$ cat src/rtl/synth_pkg.sv
// Shared types and constants for the synth voice control path.
// The step entry layout matches the 8-bit pattern write word.
package synth_pkg;

    localparam logic [7:0] STEP_REST_DEFAULT = 8'h02;
    localparam int         MIN_TEMPO         = 4;

    typedef struct packed {
        logic [3:0] freq;
        logic [1:0] len;
        logic       rest;
        logic       wave;
    } step_entry_t;

    typedef enum logic [1:0] {
        S_IDLE     = 2'd0,
        S_GATE_ON  = 2'd1,
        S_GATE_OFF = 2'd2
    } seq_state_t;

endpackage

$ cat src/rtl/seq_step_store.sv
// Pattern register file: one write port, one combinational read port.
// Every entry resets to a rest step so an unprogrammed loop stays silent.
module seq_step_store
    import synth_pkg::*;
#(
    parameter int STEPS = 8,
    parameter int AW    = $clog2(STEPS)
) (
    input  logic          clk,
    input  logic          rst_n,
    input  logic          wr_en_i,
    input  logic [AW-1:0] wr_addr_i,
    input  logic [7:0]    wr_data_i,
    input  logic [AW-1:0] rd_addr_i,
    output step_entry_t   rd_data_o
);

    logic [7:0] mem_q [STEPS];

    always_ff @(posedge clk) begin
        if (!rst_n) begin
            for (int i = 0; i < STEPS; i++) begin
                mem_q[i] <= STEP_REST_DEFAULT;
            end
        end else if (wr_en_i) begin
            mem_q[wr_addr_i] <= wr_data_i;
        end
    end

    assign rd_data_o = step_entry_t'(mem_q[rd_addr_i]);

endmodule

$ cat src/rtl/note_sequencer.sv
// Step sequencer driving tone code, waveform select and envelope gate of the voice.
// Entry fields and tempo are captured only at step load, so mid-step edits wait for the next pass.
module note_sequencer
    import synth_pkg::*;
#(
    parameter int STEPS      = 8,
    parameter int FREQ_BITS  = 4,
    parameter int TEMPO_BITS = 12
) (
    input  logic                     clk,
    input  logic                     rst_n,
    input  logic                     tick,
    input  logic                     run,
    input  logic [TEMPO_BITS-1:0]    tempo,
    input  logic                     wr_en,
    input  logic [$clog2(STEPS)-1:0] wr_addr,
    input  logic [7:0]               wr_data,
    output logic [FREQ_BITS-1:0]     tone_freq_bin,
    output logic                     waveform_enable,
    output logic                     hold,
    output logic [$clog2(STEPS)-1:0] step_idx,
    output logic                     step_strobe,
    output logic [1:0]               dbg_state
);

    localparam int AW = $clog2(STEPS);

    seq_state_t            state_q;
    logic [TEMPO_BITS-1:0] tick_cnt_q;
    logic [TEMPO_BITS-1:0] tempo_q;
    logic [TEMPO_BITS-1:0] gate_q;
    logic                  tie_q;

    logic [AW-1:0]         rd_addr;
    step_entry_t           rd_entry;
    logic [TEMPO_BITS-1:0] tempo_eff;
    logic [TEMPO_BITS-1:0] quarter;
    logic [TEMPO_BITS-1:0] len_plus1;
    logic [TEMPO_BITS-1:0] gate_d;
    logic [TEMPO_BITS-1:0] tick_cnt_d;
    logic                  boundary;

    // The read port always points at the step that the next load will use.
    assign rd_addr    = (state_q == S_IDLE) ? '0 : step_idx + 1'b1;
    assign tempo_eff  = (tempo < TEMPO_BITS'(MIN_TEMPO)) ? TEMPO_BITS'(MIN_TEMPO) : tempo;
    assign quarter    = tempo_eff >> 2;
    assign len_plus1  = TEMPO_BITS'(rd_entry.len) + TEMPO_BITS'(1);
    assign gate_d     = quarter * len_plus1;
    assign tick_cnt_d = tick_cnt_q + 1'b1;
    assign boundary   = (state_q == S_IDLE) || (tick_cnt_q == tempo_q - 1'b1);
    assign dbg_state  = state_q;

    seq_step_store #(.STEPS(STEPS)) u_store (
        .clk       (clk),
        .rst_n     (rst_n),
        .wr_en_i   (wr_en),
        .wr_addr_i (wr_addr),
        .wr_data_i (wr_data),
        .rd_addr_i (rd_addr),
        .rd_data_o (rd_entry)
    );

    always_ff @(posedge clk) begin
        if (!rst_n) begin
            state_q         <= S_IDLE;
            tick_cnt_q      <= '0;
            tempo_q         <= TEMPO_BITS'(MIN_TEMPO);
            gate_q          <= '0;
            tie_q           <= 1'b0;
            tone_freq_bin   <= '0;
            waveform_enable <= 1'b0;
            hold            <= 1'b0;
            step_idx        <= '0;
            step_strobe     <= 1'b0;
        end else begin
            step_strobe <= 1'b0;
            if (!run) begin
                state_q    <= S_IDLE;
                tick_cnt_q <= '0;
                hold       <= 1'b0;
                step_idx   <= '0;
            end else if (tick) begin
                if (boundary) begin
                    tone_freq_bin   <= FREQ_BITS'(rd_entry.freq);
                    waveform_enable <= rd_entry.wave;
                    step_idx        <= rd_addr;
                    step_strobe     <= 1'b1;
                    tick_cnt_q      <= '0;
                    tempo_q         <= tempo_eff;
                    gate_q          <= gate_d;
                    tie_q           <= (rd_entry.len == 2'd3);
                    hold            <= !rd_entry.rest;
                    state_q         <= rd_entry.rest ? S_GATE_OFF : S_GATE_ON;
                end else begin
                    tick_cnt_q <= tick_cnt_d;
                    // A tied step keeps the gate up into the next step (legato).
                    if (state_q == S_GATE_ON && !tie_q && tick_cnt_d == gate_q) begin
                        hold    <= 1'b0;
                        state_q <= S_GATE_OFF;
                    end
                end
            end
        end
    end

endmodule

$ cat config.mk
export PLATFORM = sky130hd
export DESIGN_NAME = note_sequencer
export DESIGN_NICKNAME = d
export VERILOG_FILES = /design/src/rtl/synth_pkg.sv /design/src/rtl/seq_step_store.sv /design/src/rtl/note_sequencer.sv
export SDC_FILE = /design/constraint.sdc
export NUM_CORES = 1
export LEC_CHECK = 0
export BUFFER_PORTS_ARGS = -buffer_cell sky130_fd_sc_hd__buf_2
export CAP_MARGIN = 5
export CELL_PAD_IN_SITES_DETAIL_PLACEMENT = 0
export CELL_PAD_IN_SITES_GLOBAL_PLACEMENT = 1
export CORE_MARGIN = 1.5
export CORE_UTILIZATION = 44
export CTS_CLUSTER_SIZE = 24
export DETAILED_ROUTE_END_ITERATION = 12
export GPL_ROUTABILITY_DRIVEN = 0
export PLACE_DENSITY_LB_ADDON = 0.1
export SYNTH_ARGS = -nofsm -noshare
export SYNTH_HDL_FRONTEND = slang
export SYNTH_HIERARCHICAL = 1
export SYNTH_SLANG_ARGS = --single-unit
$ cat constraint.sdc
create_clock -name clk -period 4.9 [get_ports clk]
set_input_delay 0.245 -clock clk [delete_from_list [all_inputs] [get_ports clk]]
set_output_delay 0.245 -clock clk [all_outputs]
set_load 0.01 [all_outputs]
# Yosys cells after proc, flatten, opt, wreduce, memory -nomap -nowiden
# Memories as Yosys holds them, arrays and structs flattened.
# Cells that the tools add are included.
[totals] register_bits=49 latchBits=0 mem_bits_rw=64 mem_bits_ro=0 input_bits=28 output_inout_bits=12 memories=1
[classes] n_addsub=4 n_mul=1 div=0 order_cmp=1 eq_ne=4 shift=0 muxes=16 bitwise=0 reduce_logical=13
[memory_table] name="u_store.mem_q" depth=8 width=8 read_ports=1 rd_ports_with_merged_regs=0 write_ports=8 line="seq_step_store.sv:18" source="logic [7:0] mem_q [STEPS];"
[ops] cell="12-bit == test" n=2
[ops] cell="12-bit 2-to-1 mux" n=2
[ops] cell="12-bit by 1-bit adder with 12-bit output (second input constant)" n=1
[ops] cell="12-bit by 3-bit < comparator with 1-bit output (second input constant)" n=1
[ops] cell="10-bit by 3-bit multiplier with 12-bit output" n=1
[ops] cell="12-bit by 1-bit subtractor with 12-bit output (second input constant)" n=1
[ops] cell="1-bit 2-to-1 mux" n=8
[ops] cell="8-bit 2-to-1 mux" n=1
[ops] cell="8-bit OR reduction" n=1
[ops] cell="2-bit 2-to-1 mux" n=3
[ops] cell="3-bit 2-to-1 mux" n=2
[ops] cell="2-bit AND reduction" n=3
[ops] cell="3-bit AND reduction" n=2
[ops] cell="2-bit by 1-bit adder with 3-bit output (second input constant)" n=1
[ops] cell="3-bit by 1-bit adder with 3-bit output (second input constant)" n=1
[ops] cell="2-bit by 1-bit == test with 1-bit output (second input constant)" n=1
[ops] cell="2-bit == test (second input constant)" n=1
[ops] cell="1-bit logical AND" n=2
[ops] cell="1-bit zero test" n=2
[ops] cell="2-bit zero test" n=1
[ops] cell="2-bit nonzero test" n=1
[ops] cell="1-bit logical OR" n=1

# Logic depth before layout (Yosys ltp)
# Gate-level depths: netlist (run 1).
[depth] ltp_word=5 depth_mapped=20

# Hierarchy
# Netlist (run 1), hierarchy kept.
[modules_own_cells] module="note_sequencer" instances=1 cells_per_inst=471 area_per_inst_um2=3641.0 seq_area_each_um2=960.9
[modules_own_cells] module="seq_step_store" instances=1 cells_per_inst=192 area_per_inst_um2=2956.6 seq_area_each_um2=1921.8

# Least setup slack after synthesis (run 1)
# Ideal clock, no wire load.
[synth_timing] kind="register to register" from="register step_idx[0]" to="register gate_q[10]" setup_ps=87 arrival_time_ps=4523 setup_slack_ps=290 path_stages_with_launch=21 path_buffers=3 cell_sequence="dfxtp_1 ha_1 xnor2_1 nor2_1 clkbuf_1 buf_2 mux4_1 mux2_2 ha_1 clkbuf_1 and2_1 fa_1 ha_1 fa_1 a21o_1 a21oi_1 o21ai_0 nor4_1 nor3_1 xnor2_1 o31ai_1"
[synth_lines] item="start: declaration" line="note_sequencer.sv:21" source="output logic [$clog2(STEPS)-1:0] step_idx,"
[synth_lines] item="start signal: assignment" line="note_sequencer.sv:86" source="step_idx <= rd_addr;"
[synth_lines] item="end signal: assignment" line="note_sequencer.sv:90" source="gate_q <= gate_d;"
[synth_lines] item="end: declaration" line="note_sequencer.sv:31" source="logic [TEMPO_BITS-1:0] gate_q;"

==> results.py, run 1 <==
metrics = {
    "synth": {
        "synth-async-reset-ratio_pct": 0,
        "synth.area.top_cells": "edfxtp_1, dfxtp_1, mux4_1",
        "ys.flop_type": "edfxtp_1",
        "synth_top_area_cell": "edfxtp_1",
        "synth_nets": 715,
        "synth_top_cell_area_share_pct": 29.1,
        "ys_ff_latch": 112,
        "yosysWarnings": 6,
        "synth_edf_count": 64,
        "synth_common_cells": "nor3_1, edfxtp_1, nand2_1",
        "synth_cells": 663,
        "yosysMostFrequentCell": "nor3_1",
        "synth_cell_types": 62,
        "postSynthAreaPerCell_um2": 9.95,
        "ys_seq_area_share_pct": 43.7,
        "synth_area_um2": 6600,
    },
    "final_layout": {
        "design_area_um2": 7250,
        "n_antenna_cell": 0,
        "drive_gt1_share_pct": 14.0,
        "layout.cells.non_filler": 870,
        "nFillCells": 1344,
        "layout-area-overhead-vs-synth_pct": 9.84,
        "nets": 733,
    },
    "clocking": {
        "path_clk_slew_ps": 70,
        "cts_tree": "built",
        "cts-htree-levels": 3,
        "cts.sinks": 112,
        "worstSkewPairLatency_ps": 360,
        "cts-root-buf": "clkbuf_16",
        "clk_path_buf_depth": 2,
        "postCtsHoldBufs": 0,
        "cts_made_buffers": 9,
    },
    "status": {
        "status": "finished clean",
    },
    "floorplan": {
        "rows": 44,
        "fp.dieArea_um2": 15700,
        "die_w_um": 125,
        "initial_core_util_pct": 45.2,
        "ios": 40,
        "die_h_um": 125,
        "core_region_area_um2": 14600,
    },
    "timing": {
        "hold_viol_final": 0,
        "final_max_slew_viol_count": 0,
        "setup-tns-final_ps": 0,
        "max_slew_margin_pct": 34.0,
        "period_minus_slack_ps": 4590,
        "tightest_slew_ps": 984,
        "setup_viol": 0,
        "fmax_ghz": 0.218,
        "min_period_over_period_pct": 93.7,
        "finalClockSkew_ps": 9.07,
        "rsz0062_at_grt": "no",
    },
    "power": {
        "p_seq_share_pct": 46.6,
        "p_per_area_nw_per_um2": 320,
        "pwr-share-clk_pct": 34.4,
        "switching_power_w": 0.000639,
        "switching_share_pct": 27.5,
        "internal_power_w": 0.00168,
        "combPwrFrac_pct": 19.0,
        "vdd_drop_max_v": 0.000211,
        "p_leak_nw": 2.64,
    },
    "drt": {
        "route.met2.wl_um": 7300,
        "drc": 0,
        "met1Wirelength_um": 8330,
        "firstDrtPassIters": 5,
        "via_per_inst": 5.87,
        "ant_nets": 0,
        "met3_length_um": 759,
        "routed_wl_um": 16600,
        "vias": 5111,
        "top_layer": "met4",
        "drt_iter0_drc": 479,
        "wl_per_cell_um": 19.0,
    },
    "setup_path": {
        "cp_max_fo": 9,
        "worstSetupPathType": "reg -> reg",
        "critPathLaunchType": "register",
        "crit_arrival_ps": 4860,
        "ff2ff_setup_slack_ps": 310,
        "required_ps": 5170,
        "endpoint_kind": "register",
    },
    "global_route": {
        "antenna_found_initial": 0,
        "track_usage_pct": 22.1,
        "grt_pass1_vias": 4954,
        "grt_overflow_total": 0,
        "grt_max_degree": 52,
        "grt_pass1_wl_um": 27200,
    },
    "place": {
        "post-place-cells": 851,
        "port_buffers": 39,
        "placed_area_um2": 6890,
        "hpwlAfterDp_um": 11900,
    },
    "job": {
        "max-cap-violations": 0,
    },
    "min_path": {
        "holdCritPathClass": "in -> reg",
    },
}
-- timing repair --
action	CTS	global route
gates resized for setup	0	4
setup endpoints to repair	0	3
setup buffers	0	3
-- state kept, by name, summed over array words and instances, names as in the netlist, 2 cells and up --
register	flops
tick_cnt_q	12
gate_q	12
u_store/mem_q	64
tone_freq_bin	4
tempo_q	12
dbg_state	2
step_idx	3
-- placed cells by master, fill, tap and decap left out, drive strengths merged, types with 16 or more instances in the layout --
| master | Yosys | routed |
|---|---|---|
| a21oi | 23 | 23 |
| buf | 17 | 58 |
| dfxtp | 48 | 48 |
| edfxtp | 64 | 64 |
| inv | 19 | 21 |
| mux4 | 16 | 16 |
| nand2 | 60 | 60 |
| nand3 | 43 | 43 |
| nor2 | 24 | 24 |
| nor3 | 69 | 69 |
| o21ai | 45 | 45 |
| xnor2 | 20 | 20 |
| xor2 | 18 | 18 |
-- per-layer routing --
layer / global-route usage, % / vias up
met4: 5.41 / 0
met3: 3.94 / 13
met2: 33.2 / 135
met5: 0 / -
li1: - / 2472
met1: 33.1 / 2491
-- per-stage QoR --
step                      hold slack (ps)  worst slack (ps)  util [%]  total power [W]
final                                 119               308      49.7          0.00232
after global routing                  116              2.64      49.7          0.00243
after CTS                             110               140      49.4          0.00233
after detailed placement              447               131      47.2          0.00154
after global placement                442               278      47.2          0.00153
after floorplan                       378               290         -          0.00142
-- power by group through the flow --
stage          clock [W]  combinational, W  sequential (W)
2_1_floorplan          0          0.000330         0.00109
3_5_place_dp           0          0.000435         0.00110
3_3_place_gp           0          0.000425         0.00110
4_1_cts         0.000814          0.000436         0.00108
6_report        0.000799          0.000441         0.00108
5_1_grt         0.000850          0.000494         0.00109
-- critical path, stage by stage, from the launching register on --
cell and delay (ps):
dfxtp_1 410, nor2_1 150, nor2_4 200, buf_4 150, mux4_1 530, mux2_2 300
ha_2 330, buf_4 150, nand2_1 80, fa_1 520, inv_1 70, fa_1 460
a21o_1 180, a21oi_1 200, o21ai_0 150, nor4_1 190, nor3_1 110, xnor2_1 140
o31ai_1 180
-- kinds of logic after synthesis --
kind of cell | after synthesis | share of synthesized area [%]
buffers and inverters | 78 | 5.40
flip-flops | 112 | 43.7
adder cells (fa/ha/maj) | 24 | 5.58
XOR/XNOR | 38 | 5.04
multiplexers | 27 | 8.14
AND/OR/NAND/NOR | 274 | 21.5
AO/OA/AOI/OAI | 110 | 10.7
-- area by class of cell --
cell class | instances | area (um^2) | share of cell area, %
clock buffer | 11 | 233 | 3.21
clock inverter | 5 | 87.6 | 1.21
inverter | 27 | 101 | 1.40
multi-input combinational | 473 | 3370 | 46.6
sequential | 112 | 2880 | 39.8
tap | 184 | 230 | 3.18
timing repair buffer | 58 | 338 | 4.66
-- path summary, 6_finish.rpt --
kind	start	to	cells after the start
setup / recovery	dbg_state[0]	gate_q[10]	18
hold / removal	tempo[1]	tempo_q[1]	3
setup reg to reg	dbg_state[0]	gate_q[10]	18
hold reg to reg	tone_freq_bin[3]	tone_freq_bin[3]	2
Power figures use the tool's default switching activity.
==> run 2: changes to the inputs <==
--- a/config.mk
+++ b/config.mk
@@ -9,7 +9,6 @@
 export CAP_MARGIN = 5
 export CELL_PAD_IN_SITES_DETAIL_PLACEMENT = 0
 export CELL_PAD_IN_SITES_GLOBAL_PLACEMENT = 1
-export CORE_MARGIN = 1.5
 export CORE_UTILIZATION = 44
 export CTS_CLUSTER_SIZE = 24
 export DETAILED_ROUTE_END_ITERATION = 12
==> run 2 against run 1 <==
Net effect: die area shrank 1.6%; total power shrank 2.9%; fmax grew 1.3%; critical path depth shrank 1; clock power shrank 9.1%; utilization grew 0.30 points; highest routed layer unchanged; first-iteration DRC count shrank 26%.
==> results.py, run 2 (synthesis results as in run 1) <==
metrics = {
    "drt": {
        "met3_length_um": 872,
        "drt_iter0_drc": 356,
        "route.met2.wl_um": 7660,
        "ant_nets": 0,
        "met1Wirelength_um": 8260,
        "vias": 5107,
        "via_per_inst": 5.81,
        "routed_wl_um": 16900,
        "top_layer": "met4",
        "wl_per_cell_um": 19.2,
        "firstDrtPassIters": 5,
        "drc": 0,
    },
    "place": {
        "dpl_worst_slack_ps": 104,
        "hpwlAfterDp_um": 11900,
        "port_buffers": 39,
    },
    "job": {
        "max-cap-violations": 0,
    },
    "timing": {
        "rsz0062_at_grt": "no",
        "fmax_ghz": 0.221,
        "setup_slack_ps": 367,
        "final_max_slew_viol_count": 0,
        "tightest_slew_ps": 753,
        "hold_viol_final": 0,
        "finalClockSkew_ps": 11.4,
        "min_period_over_period_pct": 92.5,
        "setup_viol": 0,
        "period_minus_slack_ps": 4530,
        "max_slew_margin_pct": 49.3,
        "setup-tns-final_ps": 0,
    },
    "global_route": {
        "grt_overflow_total": 0,
        "antenna_found_initial": 0,
        "track_usage_pct": 22.5,
        "grt_pass1_vias": 4940,
        "grt_pass1_wl_um": 27100,
        "grt_max_degree": 60,
    },
    "final_layout": {
        "drive_gt1_share_pct": 15.4,
        "final_cell_mix": "nor3_1, edfxtp_1, nand2_1",
        "nets": 742,
        "n_antenna_cell": 0,
        "regMostFlops": "u_store/mem_q",
        "nFillCells": 1379,
        "layout-area-overhead-vs-synth_pct": 10.5,
        "largest_reg_flops": 64,
        "layout_commonest_cell": "nor3_1",
        "final_util_pct": 50.0,
    },
    "clocking": {
        "cts_made_buffers": 9,
        "clk_path_buf_depth": 2,
        "path_clk_slew_ps": 80,
        "cts_tree": "built",
        "cts-htree-levels": 3,
        "cts.sinks": 112,
        "worstSkewPairLatency_ps": 360,
        "cts-root-buf": "clkbuf_16",
    },
    "power": {
        "p_leak_nw": 2.69,
        "p_per_area_nw_per_um2": 309,
        "vdd_drop_max_v": 0.000231,
    },
    "floorplan": {
        "fp.dieArea_um2": 15500,
        "die_w_um": 124,
        "ios": 40,
        "rows": 44,
        "die_h_um": 124,
        "core_region_area_um2": 14600,
        "initial_core_util_pct": 45.2,
    },
    "status": {
        "status": "finished clean",
    },
    "setup_path": {
        "critPathLaunchType": "register",
        "worstSetupPathType": "reg -> reg",
        "cp_max_fo": 6,
        "rr_endpoint": "gate_q[10]",
        "required_ps": 5160,
        "worstReg2RegStart": "dbg_state[0]",
        "crit_arrival_ps": 4800,
        "endpoint_kind": "register",
        "ff2ff_setup_slack_ps": 370,
        "ff2ff_path_depth": 17,
    },
    "min_path": {
        "holdCritPathClass": "in -> reg",
        "worstHoldStart": "tempo[0]",
        "whs_endpoint": "tempo_q[0]",
        "min_path_cells": 3,
    },
}
[run 2: cell types whose count changed in the layout (fill, tap and decap cells not counted), moves of 2 or more]
cell,previous run,this run
dfxtp_2,0,2
buf_4,19,27
bufinv_16,2,0
dfxtp_1,48,46
clkbuf_1,2,0
clkinv_4,0,2
[run 2: what timing repair did]
item,4_1_cts,5_1_grt
hold buffers,0,0
setup buffers,0,11
gates resized for setup,0,6
endpoints found under the setup margin,0,3
[run 2: area by class of cell]
class | count | area [um^2] | share of cell area, %
multi-input combinational | 473 | 3370 | 46.2
sequential | 112 | 2890 | 39.6
timing repair buffer | 67 | 409 | 5.61
tap | 184 | 230 | 3.16
clock buffer | 9 | 225 | 3.09
inverter | 27 | 101 | 1.39
clock inverter | 7 | 70.1 | 0.961
[run 2: stage by stage]
step	cells	hold WS, ps	cell area (um^2)	power [W]
finish	879	128	7290	0.00225
global route	879	109	7290	0.00237
CTS	868	109	7190	0.00227
detailed placement	852	451	6900	0.00154
global placement	852	444	6900	0.00153
floorplan	663	378	6600	0.00142
[run 2: critical path: stages (launching register included)]
cell	delay, ps
dfxtp_2	380
nor2_1	110
nor2_4	220
buf_4	150
mux4_1	530
mux2_2	300
ha_1	290
and2_1	180
fa_1	480
ha_1	250
fa_1	400
a21o_1	170
a21oi_1	220
o21ai_1	130
nor4_1	230
nor3_1	100
xnor2_1	130
o31ai_1	170
[run 2: report_power, final]
part / switching (W) / leakage (nW) / internal (W) / total, W
registers: 0.0000351 / 1.01 / 0.00105 / 0.00108
clock network: 0.000366 / 0.147 / 0.000360 / 0.000726
logic: 0.000262 / 1.53 / 0.000186 / 0.000447
[run 2: worst max-delay path by stage]
stage,startpoint,to,slack [ps],cells after the start
CTS,dbg_state[0],gate_q[10],100,16
global placement,dbg_state[0],gate_q[10],260,16
finish,dbg_state[0],gate_q[10],370,17
floorplan,step_idx[0],gate_q[10],290,20
global route,dbg_state[0],gate_q[10],5,17
detailed placement,dbg_state[0],gate_q[10],100,16
[run 2: per-layer routing]
metal | global-route usage (%) | vias up
li1 | - | 2485
met1 | 33.1 | 2484
met2 | 34.5 | 131
met3 | 4.08 | 7
met4 | 4.54 | 0
met5 | 0 | -
==> run 3: changes to the inputs <==
--- a/config.mk
+++ b/config.mk
@@ -5,11 +5,12 @@
 export SDC_FILE = /design/constraint.sdc
 export NUM_CORES = 1
 export LEC_CHECK = 0
+export ABC_AREA = 1
 export BUFFER_PORTS_ARGS = -buffer_cell sky130_fd_sc_hd__buf_2
 export CAP_MARGIN = 5
 export CELL_PAD_IN_SITES_DETAIL_PLACEMENT = 0
 export CELL_PAD_IN_SITES_GLOBAL_PLACEMENT = 1
-export CORE_UTILIZATION = 44
+export CORE_UTILIZATION = 41
 export CTS_CLUSTER_SIZE = 24
 export DETAILED_ROUTE_END_ITERATION = 12
 export GPL_ROUTABILITY_DRIVEN = 0
==> run 3 against run 2 <==
Net effect: sequential share of layout area down 0.68 points; design area up 1.6%; wire length up 1.4%; worst hold slack better by 42 ps; via count up 13%; die area up 10%; combinational power up 14%; total power up 2.4%; global-route usage down 0.90 points; clock power down 0.6%; non-clock buffer count down 22.
==> results.py, run 3 <==
metrics = {
    "drt": {
        "wl_per_cell_um": 14.7,
        "via_per_inst": 4.94,
        "vias": 5749,
        "drc": 0,
        "routed_wl_um": 17200,
        "drt_iter0_drc": 339,
        "firstDrtPassIters": 5,
        "ant_nets": 0,
    },
    "synth": {
        "synth_cells": 913,
        "synth_area_um2": 6780,
        "postSynthAreaPerCell_um2": 7.42,
        "synth_common_cells": "nand2_1, inv_1, nor2_1",
        "yosysMostFrequentCell": "nand2_1",
        "ys.flop_type": "edfxtp_1",
        "synth_cell_types": 35,
        "synth.area.top_cells": "edfxtp_1, dfxtp_1, nand2_1",
        "ys_seq_area_share_pct": 42.5,
        "synth_top_cell_area_share_pct": 28.4,
        "synth_edf_count": 64,
        "yosysWarnings": 6,
        "synth_top_area_cell": "edfxtp_1",
        "synth_nets": 965,
        "ys_ff_latch": 112,
        "synth-async-reset-ratio_pct": 0,
    },
    "floorplan": {
        "rows": 46,
        "fp.dieArea_um2": 17000,
        "die_w_um": 131,
        "initial_core_util_pct": 42.4,
        "die_h_um": 131,
        "ios": 40,
        "core_region_area_um2": 16000,
    },
    "clocking": {
        "path_clk_slew_ps": 90,
        "cts_made_buffers": 9,
        "cts.sinks": 112,
        "clk_path_buf_depth": 2,
        "cts-htree-levels": 3,
        "cts_resized": 0,
        "postCtsHoldBufs": 0,
        "cts-root-buf": "clkbuf_16",
        "worstSkewPairLatency_ps": 360,
        "cts_tree": "built",
        "postCtsSetupRepairBufs": 0,
    },
    "setup_path": {
        "critPathBufInv": 2,
        "rr_endpoint": "gate_q[8]",
        "cp_max_fo": 18,
        "worstSetupPathType": "reg -> reg",
        "crit_chain": "nor2_1 > nor2_2 > inv_1 > nand2_1 > nand3_1 > nand2_1 > nand2_1 > nand2_1 > ha_1 > nand2_1 > inv_1 > fa_1 > ha_1 > fa_1 > nand3_1 > nand2_1 > a21oi_1 > o21ai_0 > xor2_1 > o21ai_1 > a21oi_1",
        "ff2ff_path_depth": 21,
        "cpLargestDelayFamily": "adder cells",
        "required_ps": 5130,
        "endpoint_kind": "register",
        "worstReg2RegStart": "dbg_state[0]",
        "critPathLaunchType": "register",
        "crit_top_cell": "nand2_1",
        "critPathSlowestCell": "ha_1",
        "crit_arrival_ps": 4550,
        "cp_slowest_stage_delay_ps": 510,
        "ff2ff_setup_slack_ps": 580,
    },
    "final_layout": {
        "layout_commonest_cell": "nand2_1",
        "layout.cells.non_filler": 1164,
        "design_area_um2": 7410,
        "seq_area_um2": 2880,
        "final_cell_mix": "nand2_1, inv_1, nor2_1",
        "drive_gt1_share_pct": 9.70,
        "regMostFlops": "u_store/mem_q",
        "nFillCells": 1667,
        "largest_reg_flops": 64,
        "nets": 995,
        "layout-area-overhead-vs-synth_pct": 9.36,
        "n_antenna_cell": 0,
        "multiInputGateArea_um2": 3170,
    },
    "timing": {
        "hold_viol_final": 0,
        "tightest_slew_ps": 644,
        "finalClockSkew_ps": 16.3,
        "setup_slack_ps": 580,
        "period_minus_slack_ps": 4320,
        "final_max_slew_viol_count": 0,
        "max_slew_margin_pct": 57.0,
        "rsz0062_at_grt": "no",
        "setup_viol": 0,
        "whs_ps": 170,
        "setup-tns-final_ps": 0,
        "fmax_ghz": 0.232,
        "min_period_over_period_pct": 88.2,
    },
    "power": {
        "p_per_area_nw_per_um2": 312,
        "p_leak_nw": 3.55,
        "vdd_drop_max_v": 0.000188,
    },
    "min_path": {
        "holdCritPathClass": "in -> reg",
        "min_path_cells": 3,
        "whs_endpoint": "tempo_q[0]",
        "worstHoldStart": "tempo[0]",
    },
    "place": {
        "port_buffers": 39,
        "dpl_worst_slack_ps": 651,
        "post-place-cells": 1148,
        "placed_area_um2": 7130,
        "hpwlAfterDp_um": 13000,
    },
    "global_route": {
        "grt_overflow_total": 0,
        "grt_pass1_vias": 5268,
        "grt_max_degree": 44,
        "antenna_found_initial": 0,
        "grt_pass1_wl_um": 27500,
        "track_usage_pct": 21.6,
    },
    "job": {
        "max-cap-violations": 0,
    },
    "status": {
        "status": "finished clean",
    },
}
## run 3: layer usage
layer  up-vias  GRT usage [%]  part of all wire (%)
met4         0           6.36                   1.0
met1      2676           33.4                    52
met2       140           31.3                    42
li1       2922              -                     -
met3        11           2.48                   4.4
met5         -              0                     0
## run 3: cell families (layout without fill, tap and decap cells)
| group | after synthesis | after routing | share of synthesized area [%] |
|---|---|---|---|
| buffers and inverters | 178 | 213 | 10.7 |
| flip-flops | 112 | 112 | 42.5 |
| XOR/XNOR | 26 | 26 | 3.36 |
| adder cells (fa/ha/maj) | 24 | 24 | 5.43 |
| AND/OR/NAND/NOR | 492 | 492 | 31.6 |
| AO/OA/AOI/OAI | 81 | 81 | 6.31 |
## run 3: cell type report
type	count	share of cell area (%)
well taps	216	3.65
flip-flops and latches	112	38.9
inverters	152	7.70
clock buffers	10	3.09
repair buffers	45	3.24
multi-input cells	623	42.7
clock inverters	6	0.675
## run 3: stage by stage
stage / util (%) / total power [W]
4_1_cts: 46.3 / 0.00232
3_3_place_gp: 44.6 / 0.00161
2_1_floorplan: - / 0.00148
6_report: 46.3 / 0.00231
5_1_grt: 46.3 / 0.00244
3_5_place_dp: 44.6 / 0.00161
## run 3: power by group
part | switching, W | internal, W
clock network | 0.000369 | 0.000354
registers | 0.0000307 | 0.00105
logic | 0.000335 | 0.000174
total | 0.000735 | 0.00158
## run 3: worst max-delay path by stage
| stage | startpoint | end | slack [ps] | cells after the start |
|---|---|---|---|---|
| 6_report | dbg_state[0] | gate_q[8] | 580 | 21 |
| 5_1_grt | dbg_state[0] | gate_q[9] | 80 | 22 |
| 4_1_cts | dbg_state[1] | gate_q[8] | 610 | 21 |
| 3_5_place_dp | dbg_state[1] | gate_q[8] | 650 | 21 |
| 3_3_place_gp | dbg_state[1] | gate_q[8] | 750 | 21 |
| 2_1_floorplan | step_idx[0] | gate_q[8] | 920 | 24 |
## run 3: worst register-to-register path, delay by kind of cell, from the launching register on
kind | cells | cell delay (ps)
buf+inv | 2 | 560
fa+ha+maj | 4 | 1660
flops | 1 | 350
compound gates | 4 | 410
xor+xnor | 1 | 150
simple gates | 10 | 1080
